File: config.mk
export PLATFORM = sky130hd
export DESIGN_NAME = mac_worker_flat
export DESIGN_NICKNAME = d
export VERILOG_FILES = /design/src/rtl/accel_pkg.sv /design/src/rtl/mac_worker_if.sv /design/src/rtl/mac_unit.sv /design/src/rtl/mac_worker.sv /design/src/flat_wrapper.sv
export SDC_FILE = /design/constraint.sdc
export NUM_CORES = 1
export LEC_CHECK = 0
export CAP_MARGIN = 20
export CORE_ASPECT_RATIO = 2
export CORE_MARGIN = 2
export CORE_UTILIZATION = 32
export CTS_CLUSTER_DIAMETER = 100
export DETAILED_ROUTE_END_ITERATION = 10
export PLACE_DENSITY = 0.47
export SLEW_MARGIN = 20
export SYNTH_ARGS = -nofsm -noshare
export SYNTH_HDL_FRONTEND = slang
export SYNTH_HIERARCHICAL = 1
export SYNTH_SLANG_ARGS = --single-unit
File: constraint.sdc
create_clock -name clk -period 4.77 [get_ports clk]
set_clock_uncertainty 0.15 [all_clocks]
set_input_delay 0.954 -clock clk [delete_from_list [all_inputs] [get_ports clk]]
set_output_delay 0.954 -clock clk [all_outputs]
set_load 0.005 [all_outputs]
File: src/rtl/accel_pkg.sv
// Shared accelerator encodings: sequencer state bus, worker FSM states, default widths.
// Latency: n/a (constants only).
// Backpressure: n/a.
package accel_pkg;

  // Sequencer state bus encodings as seen by all workers
  localparam logic [2:0] SEQ_IDLE  = 3'd0;
  localparam logic [2:0] SEQ_LOAD  = 3'd1;
  localparam logic [2:0] RUN_STATE = 3'd2;
  localparam logic [2:0] SEQ_WAIT  = 3'd3;

  // Worker FSM encodings
  localparam logic [2:0] W_IDLE     = 3'd0;
  localparam logic [2:0] W_FETCH    = 3'd1;
  localparam logic [2:0] W_DRAIN    = 3'd2;
  localparam logic [2:0] W_DONE     = 3'd3;
  localparam logic [2:0] W_WAIT_LOW = 3'd4;

  // Default datapath geometry
  localparam int DATA_W_DEF = 8;
  localparam int ADDR_W_DEF = 6;

endpackage

File: src/rtl/mac_worker_if.sv
// Bundle between sequencer/operand buffers and the MAC worker.
// Latency: n/a (wires only).
// Backpressure: none; buffers answer every read one cycle later.
interface mac_worker_if
  import accel_pkg::*;
#(
  parameter int DATA_W = DATA_W_DEF,
  parameter int ADDR_W = ADDR_W_DEF,
  parameter int ACC_W  = 2*DATA_W + ADDR_W
);
  logic [2:0]        state;
  logic [ADDR_W:0]   len;
  logic              rd_en;
  logic [ADDR_W-1:0] rd_addr;
  logic [DATA_W-1:0] a_data;
  logic [DATA_W-1:0] b_data;
  logic              res_valid;
  logic [ACC_W-1:0]  res_data;
  logic              finish;
  logic              busy;

  // Worker side
  modport master (
    input  state, len, a_data, b_data,
    output rd_en, rd_addr, res_valid, res_data, finish, busy
  );

  // Sequencer / buffer side
  modport slave (
    output state, len, a_data, b_data,
    input  rd_en, rd_addr, res_valid, res_data, finish, busy
  );
endinterface

File: src/rtl/mac_unit.sv
// Registered signed multiply-accumulate with synchronous clear (clear wins over enable).
// Latency: product folded into the accumulator on the edge where en is high.
// Backpressure: none; accepts one operand pair per enabled cycle.
module mac_unit #(
  parameter int DATA_W = 8,
  parameter int ACC_W  = 22
) (
  input  logic              clk,
  input  logic              rst_n,
  input  logic              clr,
  input  logic              en,
  input  logic [DATA_W-1:0] a,
  input  logic [DATA_W-1:0] b,
  output logic [ACC_W-1:0]  acc_d
);
  logic [ACC_W-1:0]          acc_q;
  logic signed [2*DATA_W-1:0] prod;

  // Next accumulator value; exposed so the caller can capture the final sum on the same edge
  always_comb begin
    prod  = $signed(a) * $signed(b);
    acc_d = acc_q;
    if (clr) begin
      acc_d = '0;
    end else if (en) begin
      acc_d = acc_q + {{(ACC_W-2*DATA_W){prod[2*DATA_W-1]}}, prod};
    end
  end

  // Accumulator register
  always_ff @(posedge clk or negedge rst_n) begin
    if (!rst_n) acc_q <= '0;
    else        acc_q <= acc_d;
  end
endmodule

File: src/rtl/mac_worker.sv
// MAC worker: on a rising run condition streams len operand pairs, sums products, pulses finish.
// Latency: rd_en T+1..T+len, finish T+len+2 (T+1 when len==0), T = trigger cycle.
// Backpressure: none; leaving the run state mid-fetch aborts without finish.
module mac_worker
  import accel_pkg::*;
#(
  parameter int DATA_W = DATA_W_DEF,
  parameter int ADDR_W = ADDR_W_DEF,
  parameter int ACC_W  = 2*DATA_W + ADDR_W
) (
  input  logic          clk,
  input  logic          rst_n,
  mac_worker_if.master  io
);
  logic [2:0]        fsm_q, fsm_d;
  logic [ADDR_W-1:0] addr_q, addr_d;
  logic [ADDR_W:0]   len_q, len_d;
  logic [ACC_W-1:0]  res_q, res_d;
  logic              run_q, run_d;
  logic              mac_en_q, mac_en_d;
  logic              trig;
  logic              clr;
  logic              rd_en;
  logic [ACC_W-1:0]  acc_d;

  // Run-condition edge detect and read strobe
  always_comb begin
    run_d    = (io.state == RUN_STATE);
    trig     = run_d && !run_q;
    rd_en    = (fsm_q == W_FETCH);
    mac_en_d = rd_en;
  end

  // Worker FSM, address counter, length latch and result capture
  always_comb begin
    fsm_d  = fsm_q;
    addr_d = addr_q;
    len_d  = len_q;
    res_d  = res_q;
    clr    = 1'b0;
    case (fsm_q)
      W_IDLE: begin
        if (trig) begin
          clr    = 1'b1;
          len_d  = io.len;
          addr_d = '0;
          fsm_d  = (io.len != '0) ? W_FETCH : W_DONE;
        end
      end
      W_FETCH: begin
        if (!run_d) begin
          fsm_d  = W_IDLE;
          addr_d = '0;
        end else if ({1'b0, addr_q} == len_q - 1'b1) begin
          // Last address issued; park at 0 rather than wrapping into a re-issue
          fsm_d  = W_DRAIN;
          addr_d = '0;
        end else begin
          addr_d = addr_q + 1'b1;
        end
      end
      W_DRAIN:    fsm_d = run_d ? W_DONE : W_IDLE;
      W_DONE:     fsm_d = W_WAIT_LOW;
      W_WAIT_LOW: if (!run_d) fsm_d = W_IDLE;
      default:    fsm_d = W_IDLE;
    endcase
    // Final product lands on the same edge we enter DONE, so capture the next value
    if (fsm_d == W_DONE) res_d = acc_d;
  end

  // State registers
  always_ff @(posedge clk or negedge rst_n) begin
    if (!rst_n) begin
      fsm_q    <= W_IDLE;
      addr_q   <= '0;
      len_q    <= '0;
      res_q    <= '0;
      run_q    <= 1'b0;
      mac_en_q <= 1'b0;
    end else begin
      fsm_q    <= fsm_d;
      addr_q   <= addr_d;
      len_q    <= len_d;
      res_q    <= res_d;
      run_q    <= run_d;
      mac_en_q <= mac_en_d;
    end
  end

  mac_unit #(
    .DATA_W (DATA_W),
    .ACC_W  (ACC_W)
  ) u_mac (
    .clk   (clk),
    .rst_n (rst_n),
    .clr   (clr),
    .en    (mac_en_q),
    .a     (io.a_data),
    .b     (io.b_data),
    .acc_d (acc_d)
  );

  // Output drive
  always_comb begin
    io.rd_en     = rd_en;
    io.rd_addr   = addr_q;
    io.res_valid = (fsm_q == W_DONE);
    io.finish    = (fsm_q == W_DONE);
    io.res_data  = res_q;
    io.busy      = (fsm_q == W_FETCH) || (fsm_q == W_DRAIN) || (fsm_q == W_DONE);
  end
endmodule

File: src/flat_wrapper.sv
// flat-port wrapper written by rule: the top's interface ports become plain ports
module mac_worker_flat import accel_pkg::*;
#(
  parameter int DATA_W = DATA_W_DEF,
  parameter int ADDR_W = ADDR_W_DEF,
  parameter int ACC_W  = 2*DATA_W + ADDR_W
)
  (clk, rst_n, io_state, io_len, io_a_data, io_b_data, io_rd_en, io_rd_addr, io_res_valid, io_res_data, io_finish, io_busy);
  mac_worker_if #(.DATA_W(DATA_W), .ADDR_W(ADDR_W), .ACC_W(ACC_W)) io_i ();
  input  logic clk;
  input  logic rst_n;
  input wire logic [$bits(io_i.state)-1:0] io_state;
  input wire logic [$bits(io_i.len)-1:0] io_len;
  input wire logic [$bits(io_i.a_data)-1:0] io_a_data;
  input wire logic [$bits(io_i.b_data)-1:0] io_b_data;
  output wire logic [$bits(io_i.rd_en)-1:0] io_rd_en;
  output wire logic [$bits(io_i.rd_addr)-1:0] io_rd_addr;
  output wire logic [$bits(io_i.res_valid)-1:0] io_res_valid;
  output wire logic [$bits(io_i.res_data)-1:0] io_res_data;
  output wire logic [$bits(io_i.finish)-1:0] io_finish;
  output wire logic [$bits(io_i.busy)-1:0] io_busy;
  assign io_i.state = io_state;
  assign io_i.len = io_len;
  assign io_i.a_data = io_a_data;
  assign io_i.b_data = io_b_data;
  assign io_rd_en = io_i.rd_en;
  assign io_rd_addr = io_i.rd_addr;
  assign io_res_valid = io_i.res_valid;
  assign io_res_data = io_i.res_data;
  assign io_finish = io_i.finish;
  assign io_busy = io_i.busy;
  mac_worker #(.DATA_W(DATA_W), .ADDR_W(ADDR_W), .ACC_W(ACC_W)) u_core (.clk(clk), .rst_n(rst_n), .io(io_i));
endmodule
[After elaboration in Yosys (flattened, before gate mapping)]
Index checks and enable logic that the tools add are counted.
Storage, ports and cells
  bits of input ports: 28
  word-level logic and storage cells: 43
  register bits: 62
  output and inout port bits: 32
Operators by class
  multiplexer cells: 15
  add/sub/neg operators: 3
  reduce and logical (&&, ||, !) cells: 9
  equal/unequal tests: 8
  multiply operators: 1
Operator list (number)
  $mux 22: 2
  $add 22x22->22: 1
  $mux 6: 3
  $mul 8x8->16: 1
  $pmux 3 s5: 1
  $eq 3x2->1 const B: 4
  $mux 3: 4
  $pmux 6 s2: 1
  $eq 6x7->1: 1
  $reduce_bool 7->1: 1
  $sub 7x1->7 const B: 1
  $add 6x1->6 const B: 1
  $mux 2: 2
  $reduce_and 2->1: 2
  $eq 3x1->1 const B: 1
  $eq 3x3->1 const B: 1
  $logic_not 3->1: 1
  $logic_or 1x1->1: 2
  $mux 1: 2
  $ne 2x1->1 const B: 1
  $reduce_bool 2->1: 1
  $logic_and 1x1->1: 1
  $logic_not 1->1: 1

[Longest topological paths before layout]
Gate-level depths: netlist of the first run.
  word-level depth: 6
  gate-level depth with buffers: 30

[Modules after synthesis]
Netlist of the first run, hierarchy kept.
Modules (own cells, without submodules)
  mac_unit: cells an instance 498, times used 1, sequential area each 550.5 um2, area each 4469.3 um2
  mac_worker: cells an instance 165, times used 1, sequential area each 1001.0 um2, area each 1856.8 um2

[Least setup slack after synthesis of the first run]
OpenSTA, ideal clock, no wires.
  kind: in2reg
  start point: input port io_b_data[4]
  end point: register u_core.res_q[21] (netlist: u_core/io.res_data[21])
  cell stages on the path: 29
  buffers on the path: 0
  arrival: 6.700 ns
  setup time: 0.125 ns
  setup slack: -2.204 ns
  path through: and2_1 -> fa_1 -> inv_1 -> fa_1 -> inv_1 -> fa_1 -> inv_1 -> fa_1 -> inv_1 -> ha_1 -> a21oi_1 -> o21bai_1 -> a21oi_1 -> o21bai_1 -> a21oi_1 -> o21bai_1 -> a21oi_1 -> xnor2_1 -> ha_1 -> a21oi_2 -> o21ai_1 -> a21oi_1 -> nor2b_4 -> a2111oi_4 -> o41ai_2 -> xor2_1 -> a21o_1 -> a21oi_2 -> mux2_2
On the way
  longest elaborated chain between the ends: 4
RTL lines
  start: declaration: RTL line flat_wrapper.sv:15  | input wire logic [$bits(io_i.b_data)-1:0] io_b_data;
  $mul 8x8->16: RTL line mac_unit.sv:21  | prod = $signed(a) * $signed(b);
  $add 22x22->22: RTL line mac_unit.sv:26  | acc_d = acc_q + {{(ACC_W-2*DATA_W){prod[2*DATA_W-1]}}, prod};
  $mux 22: RTL line mac_unit.sv:25  | end else if (en) begin
  $mux 22: RTL line mac_unit.sv:23  | if (clr) begin
  via u_core.acc_d[21]: RTL line mac_worker.sv:24  | logic [ACC_W-1:0] acc_d;
  end signal: assignment: RTL line mac_worker.sv:84  | res_q <= res_d;
  end: declaration: RTL line mac_worker.sv:18  | logic [ACC_W-1:0] res_q, res_d;
The timed path passes the listed nets, and every way through them passes these cells.
A chain may end at the register's enable or synchronous reset.

[Worst setup path after layout of the first run]
  start point: input port io_b_data[0]
  end point: register u_core.res_q[20] (netlist: u_core/io.res_data[20])
Same word-level chain as after synthesis.

==> summary.md, run 1 <==
| Metric | Value |
|---|---|
| # DRC | 0 |
| Post-route setup slack | -1940 ps |
| Post-synth EDFFs | 0 |
| Net count after synthesis | 800 |
| RSZ-0062 raised after global routing | true |
| Die width | slightly above 100 um |
| Setup violations, final | 31 |
| Clk_lat worst skew | 320 ps |
| CTS Hold Bufs | 0 |
| Worst rel slew slack | 42.5% |
| Crit. End Element | flop |
| H-tree depth | 3 |
| Routed vias | 5,125 |
| Number of port buffers | 59 |
| Final count of hold timing violations | 0 |
| Clock tree buffer depth | 2 |
| Vias in the first global route | between 5,000 and 6,000 |
| Final period util | 141% |
| Initial Util | approximately 33% |
| Core ar. | 19,400 um^2 |
| Distinct cells, synth | 63 |
| Worst endpoint data arrival time | 6770 ps |
| Area growth from synthesis to layout | 40.3% |
| Mean Syn Cell Area | around 9.5 um^2 |
| Mapped cell area | 6330 um^2 |
| Hold WC Path Type | flop to flop |
| Slew Limit Fails | 0 |
| Max Cap Viol | 0 |
| Predominant post-synthesis flop cell | dfrtp_1 |
| Clock-pin slew on the worst setup and hold paths | 50 ps |
| Die Footprint | 21,000 um^2 |
| Starting DRT DRC Count | 68 |
| # diodes | 0 |
| First-pass GRT wire length | ~27 mm |
| Num rows | between 70 and 80 |
| Sequential fraction of the synthesis area | approximately 25% |
| Pre-CTS setup slack | -2930 ps |
| Pre-antenna DRT Iters | 5 |
| Worst Path Max Fanout | 5 |
| Final GP Congestion | 0.794 |
| Final ANT Viol Nets | 0 |
| Root Buffer | clkbuf_16 |
| Fin nets | a little under 1,000 |
| Multi-input gate area | slightly below 5000 um^2 |
| Final wirelength | 16.1 mm |
| Yosys reg bits | between 60 and 70 |
| Most common cell after layout, fill and taps aside | buf_4 |
| CP most frequent cell | fa_1 |
| Failing checks | negative setup slack |
| Layout cells sized above 1 | between 30 and 40% |
| Fill cells | 1,885 |
| Mapped Cells | 663 |
| GRT Total Usage | 16.1% |
| Worst EP required | 4820 ps |
| Status | finished with violations |
| Chip height | 203 um |
| Worst Setup Path Type | primary input to flop |
| Post-DP HPWL | 12.8 mm |
| CTS Buf Count | 9 |
| Vias/cell | between 4 and 5 |
| Maximum clock rate | 0.149 GHz |
| Worst Max-Slew Pin Slew | roughly 860 ps |
| Crit path max-delay cell type | fa_1 |
| Fin crit period | 6710 ps |
| Average wire per standard cell | 14.7 um |
| Synth warn | 6 |
| Placed Instances | 1,061 |
| Asr flop ratio synth | 100% |
| I/O pins | 60 |
| CTS tree | yes |
| Most frequent cells in the layout | 103 x buf_4, 94 x inv_1, 62 x dfrtp_1 |
| CP Launch Type | primary input |
| Non-filler cells, final | 1,095 |
| GRT Residual Overflow | 0 |
| Clock Sinks | 62 |
| Largest net degree at the start of global routing | 39 |
| FF+latch area | between 1500 and 2000 um^2 |
| Number of antenna violations at the first check in global routing | 0 |
| CP max stage delay | 540 ps |
==> cells in the mapped netlist (all sizes together) (2+ instances only) <==
cell type	count	area share, %
and3b	2	0.28
a211oi	8	1.1
o21bai	4	0.47
o41ai	2	0.51
a21o	10	1.2
nand4b	3	0.65
xnor2	23	3.5
o21ai	23	2.2
or3	2	0.20
a21boi	2	0.24
o311ai	2	0.28
nand2	51	3.1
or4	2	0.24
mux2i	12	1.9
xor2	19	2.6
o211ai	3	0.36
a2111oi	2	0.57
and3	3	0.30
dfrtp	62	25
clkbuf	5	0.30
o21a	3	0.36
buf	8	1.1
nand2b	5	0.49
fa	56	18
nor3	16	1.3
nor2b	6	0.71
and2	44	4.4
ha	53	10
nand4	3	0.30
a21oi	25	2.2
nor2	51	3.1
a22oi	3	0.36
inv	105	6.2
nand3	12	0.95
nor4	2	0.30
mux2	22	3.9
a31oi	2	0.44
==> what timing repair did <==
action                     CTS  global route
setup endpoints to repair   35            33
buffers inserted            14             6
resized for setup          143            37
pin swaps                   76            35
==> flip-flops by register name, indices dropped and copies added (netlist names) <==
signal,flops
u_core/len_q,7
u_core/mac_en_q,1
u_core/run_q,1
u_core/io.rd_addr,6
u_core/fsm_q,3
u_core/io.res_data,22
u_core/u_mac/acc_q,22
==> kinds of logic after synthesis <==
| group | count (synthesis) | synth area share [%] |
|---|---|---|
| XOR/XNOR | 42 | 6.11 |
| flip-flops | 62 | 24.5 |
| adder cells (fa/ha/maj) | 109 | 28.2 |
| buffers and inverters | 118 | 7.61 |
| AO/OA/AOI/OAI | 95 | 11.3 |
| multiplexers | 34 | 5.81 |
| AND/OR/NAND/NOR | 203 | 16.4 |
==> per-layer routing <==
metal	vias up	GRT usage (%)	part of all wire, %
met3	18	1.45	2.3
met2	73	32.0	59
met4	0	5.92	2.2
met5	-	0	0
li1	2504	-	-
met1	2530	16.3	36
==> worst max-delay path, delay by kind of cell <==
family | cells | cell delay [ps]
AOI/OAI and AO/OA | 8 | 1590
xor gates and xnor gates | 1 | 140
muxes | 1 | 280
adders and majority gates | 6 | 2520
and+or+nand+nor | 6 | 700
buffers and inverters | 7 | 580
==> path summary, 6_finish.rpt <==
path | start | to | slack (ps) | depth (start not counted)
max | io_b_data[0] | u_core/io.res_data[20] | -1940 | 29
min in group asynchronous | rst_n | u_core/len_q[4] | 470 | 1
max reg2reg | u_core/u_mac/acc_q[0] | u_core/io.res_data[20] | 1620 | 14
min | u_core/io.res_data[17] | u_core/io.res_data[17] | 350 | 1
max in group asynchronous | rst_n | u_core/u_mac/acc_q[16] | 3090 | 2
min reg2reg | u_core/io.res_data[17] | u_core/io.res_data[17] | 350 | 1
==> layout make-up <==
class / count / share of cell area (%)
Multi-Input combinational cell: 483 / 54.6
Sequential cell: 62 / 17.5
Timing Repair Buffer: 170 / 16.4
Inverter: 105 / 4.44
Tap cell: 259 / 3.65
Clock buffer: 9 / 2.54
Clock inverter: 7 / 0.846
==> through the flow <==
stage	hold slack, ps	util (%)	setup TNS (ps)	instance area, um^2
2_1_floorplan	317	-	-33060	6480
3_3_place_gp	319	41.3	-68810	8000
3_5_place_dp	340	41.3	-69270	8000
4_1_cts	353	44.7	-40100	8660
5_1_grt	371	45.8	-48280	8880
6_report	349	45.8	-41390	8880
Power of run 1 is left out: the tool's default activity adds up to more than one toggle a clock period on the data nets, which glitch-free logic cannot reach.
==> run 2, diff against run 1 <==
- clock period: 4.77 -> 6.5 ns (I/O delays scaled with it)
==> run 2 against run 1 <==
Net effect: the flow still finishes with violations (negative setup slack); critical path depth increased by 1; setup slack gained 1400 ps; die area stayed put; largest cell class unchanged; final area shrank 2.1%; register-to-register slack gained 1700 ps; critical path type unchanged; final cell count about the same; global-route usage hardly changed; count of clock-buffer cells in the layout is the same; sequential cell count unchanged.
==> summary.md, run 2 (synthesis results as in run 1) <==
| Metric | Value |
|---|---|
| Status | finished with violations |
| Failing checks | negative setup slack |
| Clock Sinks | just over 60 |
| Starting DRT DRC Count | 123 |
| Clock tree buffer depth | 2 |
| Placed Instances | 1,060 |
| # DRC | 0 |
| CP max stage delay | around 550 ps |
| Slew Limit Fails | 0 |
| Clock-pin slew on the worst setup and hold paths | 50 ps |
| Crit-path leading delay family | adder cells |
| CTS Hold Bufs | 0 |
| Pre-antenna DRT Iters | 4 |
| Vias in the first global route | 5,697 |
| Final count of hold timing violations | 0 |
| GRT Total Usage | 16.0% |
| Post-route setup slack | -548 ps |
| Crit. End Element | flop |
| Fin nets | ~970 |
| # diodes | 0 |
| Max Cap Viol | 0 |
| Die Footprint | 21,000 um^2 |
| Final ANT Viol Nets | 0 |
| Initial Util | 32.7% |
| Maximum clock rate | 0.142 GHz |
| Final GP Congestion | 0.780 |
| Post-DP HPWL | 12.8 mm |
| Clk_lat worst skew | around 330 ps |
| Worst Setup Path Type | primary input to flop |
| Final wirelength | 15.8 mm |
| Pre-CTS setup slack | -1490 ps |
| Final period util | 108% |
| First-pass GRT wire length | 26.7 mm |
| Average wire per standard cell | 14.5 um |
| GRT Residual Overflow | 0 |
| Worst rel slew slack | 43.7% |
| I/O pins | 60 |
| Hold WC Path Type | flop to flop |
| Most frequent cells in the layout | 103 x buf_4, 94 x inv_1, 61 x dfrtp_1 |
| Worst Path Max Fanout | 6 |
| Min Hold Slack | 338 ps |
| Worst endpoint data arrival time | around 7100 ps |
| Die width | ~100 um |
| Number of antenna violations at the first check in global routing | 0 |
| CTS tree | yes |
| Vias/cell | 4.67 |
| CP most frequent cell | a21oi_2 |
| Area growth from synthesis to layout | 37.3% |
| Routed vias | roughly 5,000 |
| Crit path max-delay cell type | fa_1 |
| Fin crit period | 7050 ps |
| Most common cell after layout, fill and taps aside | buf_4 |
| Chip height | 203 um |
| CTS Buf Count | 9 |
| Core ar. | 19,400 um^2 |
| H-tree depth | 3 |
| Setup violations, final | 17 |
| CP Launch Type | primary input |
| Root Buffer | clkbuf_16 |
| Non-filler cells, final | roughly 1,100 |
| Worst Max-Slew Pin Slew | 842 ps |
| Layout cells sized above 1 | 30.3% |
| WP buf/inv | 5 |
| RSZ-0062 raised after global routing | true |
| Largest net degree at the start of global routing | 63 |
| Worst EP required | 6560 ps |
| Num rows | 72 |
| Number of port buffers | 59 |
-- run 2: changes by cell type in the layout (fill, tap and decap cells not counted), moves of 3 or more --
cell | previous run | this run
ha_1 | 33 | 43
ha_4 | 18 | 9
buf_6 | 19 | 15
buf_2 | 3 | 6
mux2_4 | 5 | 2
-- run 2: cell type report --
cell class                      count  area (um^2)
Fill cell                        1942        10700
Inverter                          105          394
Tap cell                          259          324
Clock buffer                        9          225
Clock inverter                      7         97.6
Timing Repair Buffer              169         1430
Multi-Input combinational cell    483         4660
Sequential cell                    62         1550
-- run 2: path summary, 6_finish.rpt --
path	cells past startpoint	startpoint	end	slack, ps
min in group asynchronous	2	rst_n	u_core/len_q[4]	980
max in group asynchronous	2	rst_n	u_core/mac_en_q	4630
worst max-delay path	30	io_a_data[5]	u_core/io.res_data[21]	-550
worst max register to register	13	u_core/u_mac/acc_q[0]	u_core/io.res_data[20]	3300
worst min-delay path	1	u_core/io.res_data[15]	u_core/io.res_data[15]	340
worst min register to register	1	u_core/io.res_data[15]	u_core/io.res_data[15]	340
-- run 2: metrics by stage --
stage	setup TNS, ps	utilization (%)	cell area [um^2]
finish	-4970	44.9	8690
global route	-11430	44.9	8690
CTS	-4420	43.3	8380
detailed placement	-24550	41.1	7950
global placement	-23370	41.1	7950
floorplan	-2780	-	6440
-- run 2: per-layer routing --
| layer | global-route usage, % | up-vias | wire, um |
|---|---|---|---|
| met5 | 0 | - | 0 |
| met3 | 1.24 | 24 | 347 |
| met1 | 17.0 | 2505 | 5840 |
| met2 | 31.2 | 88 | 9180 |
| li1 | - | 2497 | - |
| met4 | 6.11 | 0 | 448 |
-- run 2: worst reg2reg max path, stage by stage, from the launching register on --
cell and delay (ps):
dfrtp_1 350, ha_1 170, inv_1 50, fa_1 410, nor2b_1 150, o21a_1 140
o21ai_1 120, a211oi_4 360, o21ai_4 120, o21ai_2 160, o41ai_2 100, or4_1 520
o211ai_1 140, mux2_4 200
-- run 2: timing repair --
item | CTS | global route
endpoints found under the setup margin | 26 | 24
pin swaps | 53 | 63
resized for setup | 107 | 49
gates cloned | 0 | 0
buffers inserted | 7 | 12
Power of run 2 is left out for the same reason.
==> run 3, diff against run 2 <==
- ABC_CLOCK_PERIOD_IN_PS: not set -> 6500
- CORE_MARGIN: 2 -> 5
- GPL_TIMING_DRIVEN: not set -> 0
==> run 3 against run 2 <==
Net effect: the run still ends with negative setup slack left; core utilization fell by 2.3 points; routed wire length fell by 1.0%; first-iteration DRC count fell by 16%; sequential share of layout area rose by 0.87 points; fmax fell by 1.4%; die area rose by 8.9%; global-route usage fell by 1.7 points; final cell count fell by 5.6%; final area fell by 4.7%; setup slack got worse by 100 ps; critical path depth did not move; via count fell by 4.9%.
==> summary.md, run 3 (synthesis results as in run 1) <==
| Metric | Value |
|---|---|
| Layout cells sized above 1 | 23.8% |
| RSZ-0062 raised after global routing | true |
| First-pass GRT wire length | 26.0 mm |
| Final wirelength | 15.6 mm |
| Largest net degree at the start of global routing | between 40 and 50 |
| Vias/cell | 4.71 |
| CP most frequent cell | fa_1 |
| Worst EP required | 6560 ps |
| Vias in the first global route | between 5,000 and 6,000 |
| Placed Instances | 982 |
| Non-filler cells, final | 1,033 |
| GRT Total Usage | 14.3% |
| # diodes | 0 |
| Status | finished with violations |
| Die width | 109 um |
| Number of antenna violations at the first check in global routing | 0 |
| Most common cell after layout, fill and taps aside | inv_1 |
| Critical Path Start | io_a_data[5] |
| Num rows | 72 |
| Root Buffer | clkbuf_16 |
| Post-DP HPWL | 12.6 mm |
| Final ANT Viol Nets | 0 |
| Worst Setup Path Type | primary input to flop |
| Post-route setup slack | -649 ps |
| Core ar. | 19,500 um^2 |
| Fin crit period | 7150 ps |
| Worst Path Max Fanout | 5 |
| Setup violations, final | 15 |
| Failing checks | negative setup slack |
| Routed vias | 4,865 |
| Chip height | ~210 um |
| Die Footprint | between 20,000 and 25,000 um^2 |
| Worst Max-Slew Pin Slew | 852 ps |
| Crit. End Element | flop |
| CTS Hold Bufs | 0 |
| Clock Sinks | 62 |
| Number of port buffers | 59 |
| Max Cap Viol | 0 |
| Clk_lat worst skew | 330 ps |
| Final GP Congestion | 0.782 |
| Hold path start | u_core/io.res_data[15] |
| Slew Limit Fails | 0 |
| Hold WC Path Type | flop to flop |
| CTS tree | yes |
| Initial Util | between 30 and 40% |
| Most frequent cells in the layout | 95 x inv_1, 62 x dfrtp_1, 53 x fa_1 |
| Maximum clock rate | around 0.14 GHz |
| Worst endpoint data arrival time | 7200 ps |
| Pre-antenna DRT Iters | 6 |
| Final period util | 110% |
| # DRC | 0 |
| I/O pins | 60 |
| Min Hold Slack | between 300 and 400 ps |
| CTS Buf Count | 9 |
| GRT Residual Overflow | 0 |
| Worst rel slew slack | 43.2% |
| CP max stage delay | around 550 ps |
| H-tree depth | 3 |
| Final count of hold timing violations | 0 |
| Crit-path leading delay family | adder cells |
| Clock tree buffer depth | 2 |
| Clock-pin slew on the worst setup and hold paths | 50 ps |
| WP buf/inv | 8 |
| Fin nets | 906 |
| Area growth from synthesis to layout | 30.9% |
| Launch point of the worst reg-to-reg path | u_core/u_mac/acc_q[0] |
| Starting DRT DRC Count | 103 |
| CP Launch Type | primary input |
| Crit path max-delay cell type | fa_1 |
| Average wire per standard cell | 15.1 um |
-- run 3: changes by cell type in the layout (fill, tap and decap cells not counted), moves of 4 or more --
cell,change
ha_1,-4
mux2_2,-6
ha_4,+4
clkbuf_1,+6
buf_4,-63
mux2_4,+8
-- run 3: cell type report --
cell class / instances / area (um^2)
Inverter: 105 / 399
Timing Repair Buffer: 95 / 900
Fill cell: 1980 / 11200
Clock inverter: 5 / 58.8
Tap cell: 259 / 324
Sequential cell: 62 / 1550
Buffer: 13 / 87.6
Clock buffer: 11 / 243
Multi-Input combinational cell: 483 / 4720
-- run 3: worst register-to-register path, delay by kind of cell (launching register included) --
kind	cells	cell delay (ps)
muxes	1	190
DFF	1	350
buffers and inverters	1	50
and+or+nand+nor	2	660
AOI/OAI and AO/OA	7	1200
adders and majority gates	2	570
-- run 3: metrics by stage --
step	setup TNS [ps]	instance area (um^2)	utilization, %	setup slack [ps]
after floorplan	-2780	6440	-	-541
after global placement	-27800	7360	37.8	-1760
after detailed placement	-28980	7380	37.9	-1810
after CTS	-6580	8030	41.3	-712
after global routing	-9940	8280	42.5	-900
final	-6140	8280	42.5	-649
-- run 3: path summary, 6_finish.rpt --
check | to | slack (ps) | cells after the start
min in group asynchronous | u_core/len_q[1] | 700 | 1
worst max register to register | u_core/io.res_data[20] | 3270 | 13
worst min-delay path | u_core/io.res_data[15] | 360 | 1
worst min register to register | u_core/io.res_data[15] | 360 | 1
worst max-delay path | u_core/io.res_data[20] | -650 | 30
max in group asynchronous | u_core/u_mac/acc_q[12] | 4980 | 2
-- run 3: layer usage --
layer / share of wire (%) / vias to the layer above / GRT usage (%)
met5: 0 / - / 0
met4: 2.5 / 0 / 5.38
met3: 2.9 / 22 / 1.70
met2: 59 / 86 / 28.5
met1: 36 / 2366 / 14.5
li1: - / 2391 / -
-- run 3: repair_timing --
item / CTS / global route
resized for setup: 140 / 37
hold endpoints to repair: 0 / 0
setup buffers: 23 / 12
pin swaps: 43 / 47
endpoints found under the setup margin: 26 / 23
gates cloned: 0 / 0
Power of run 3 is left out for the same reason.
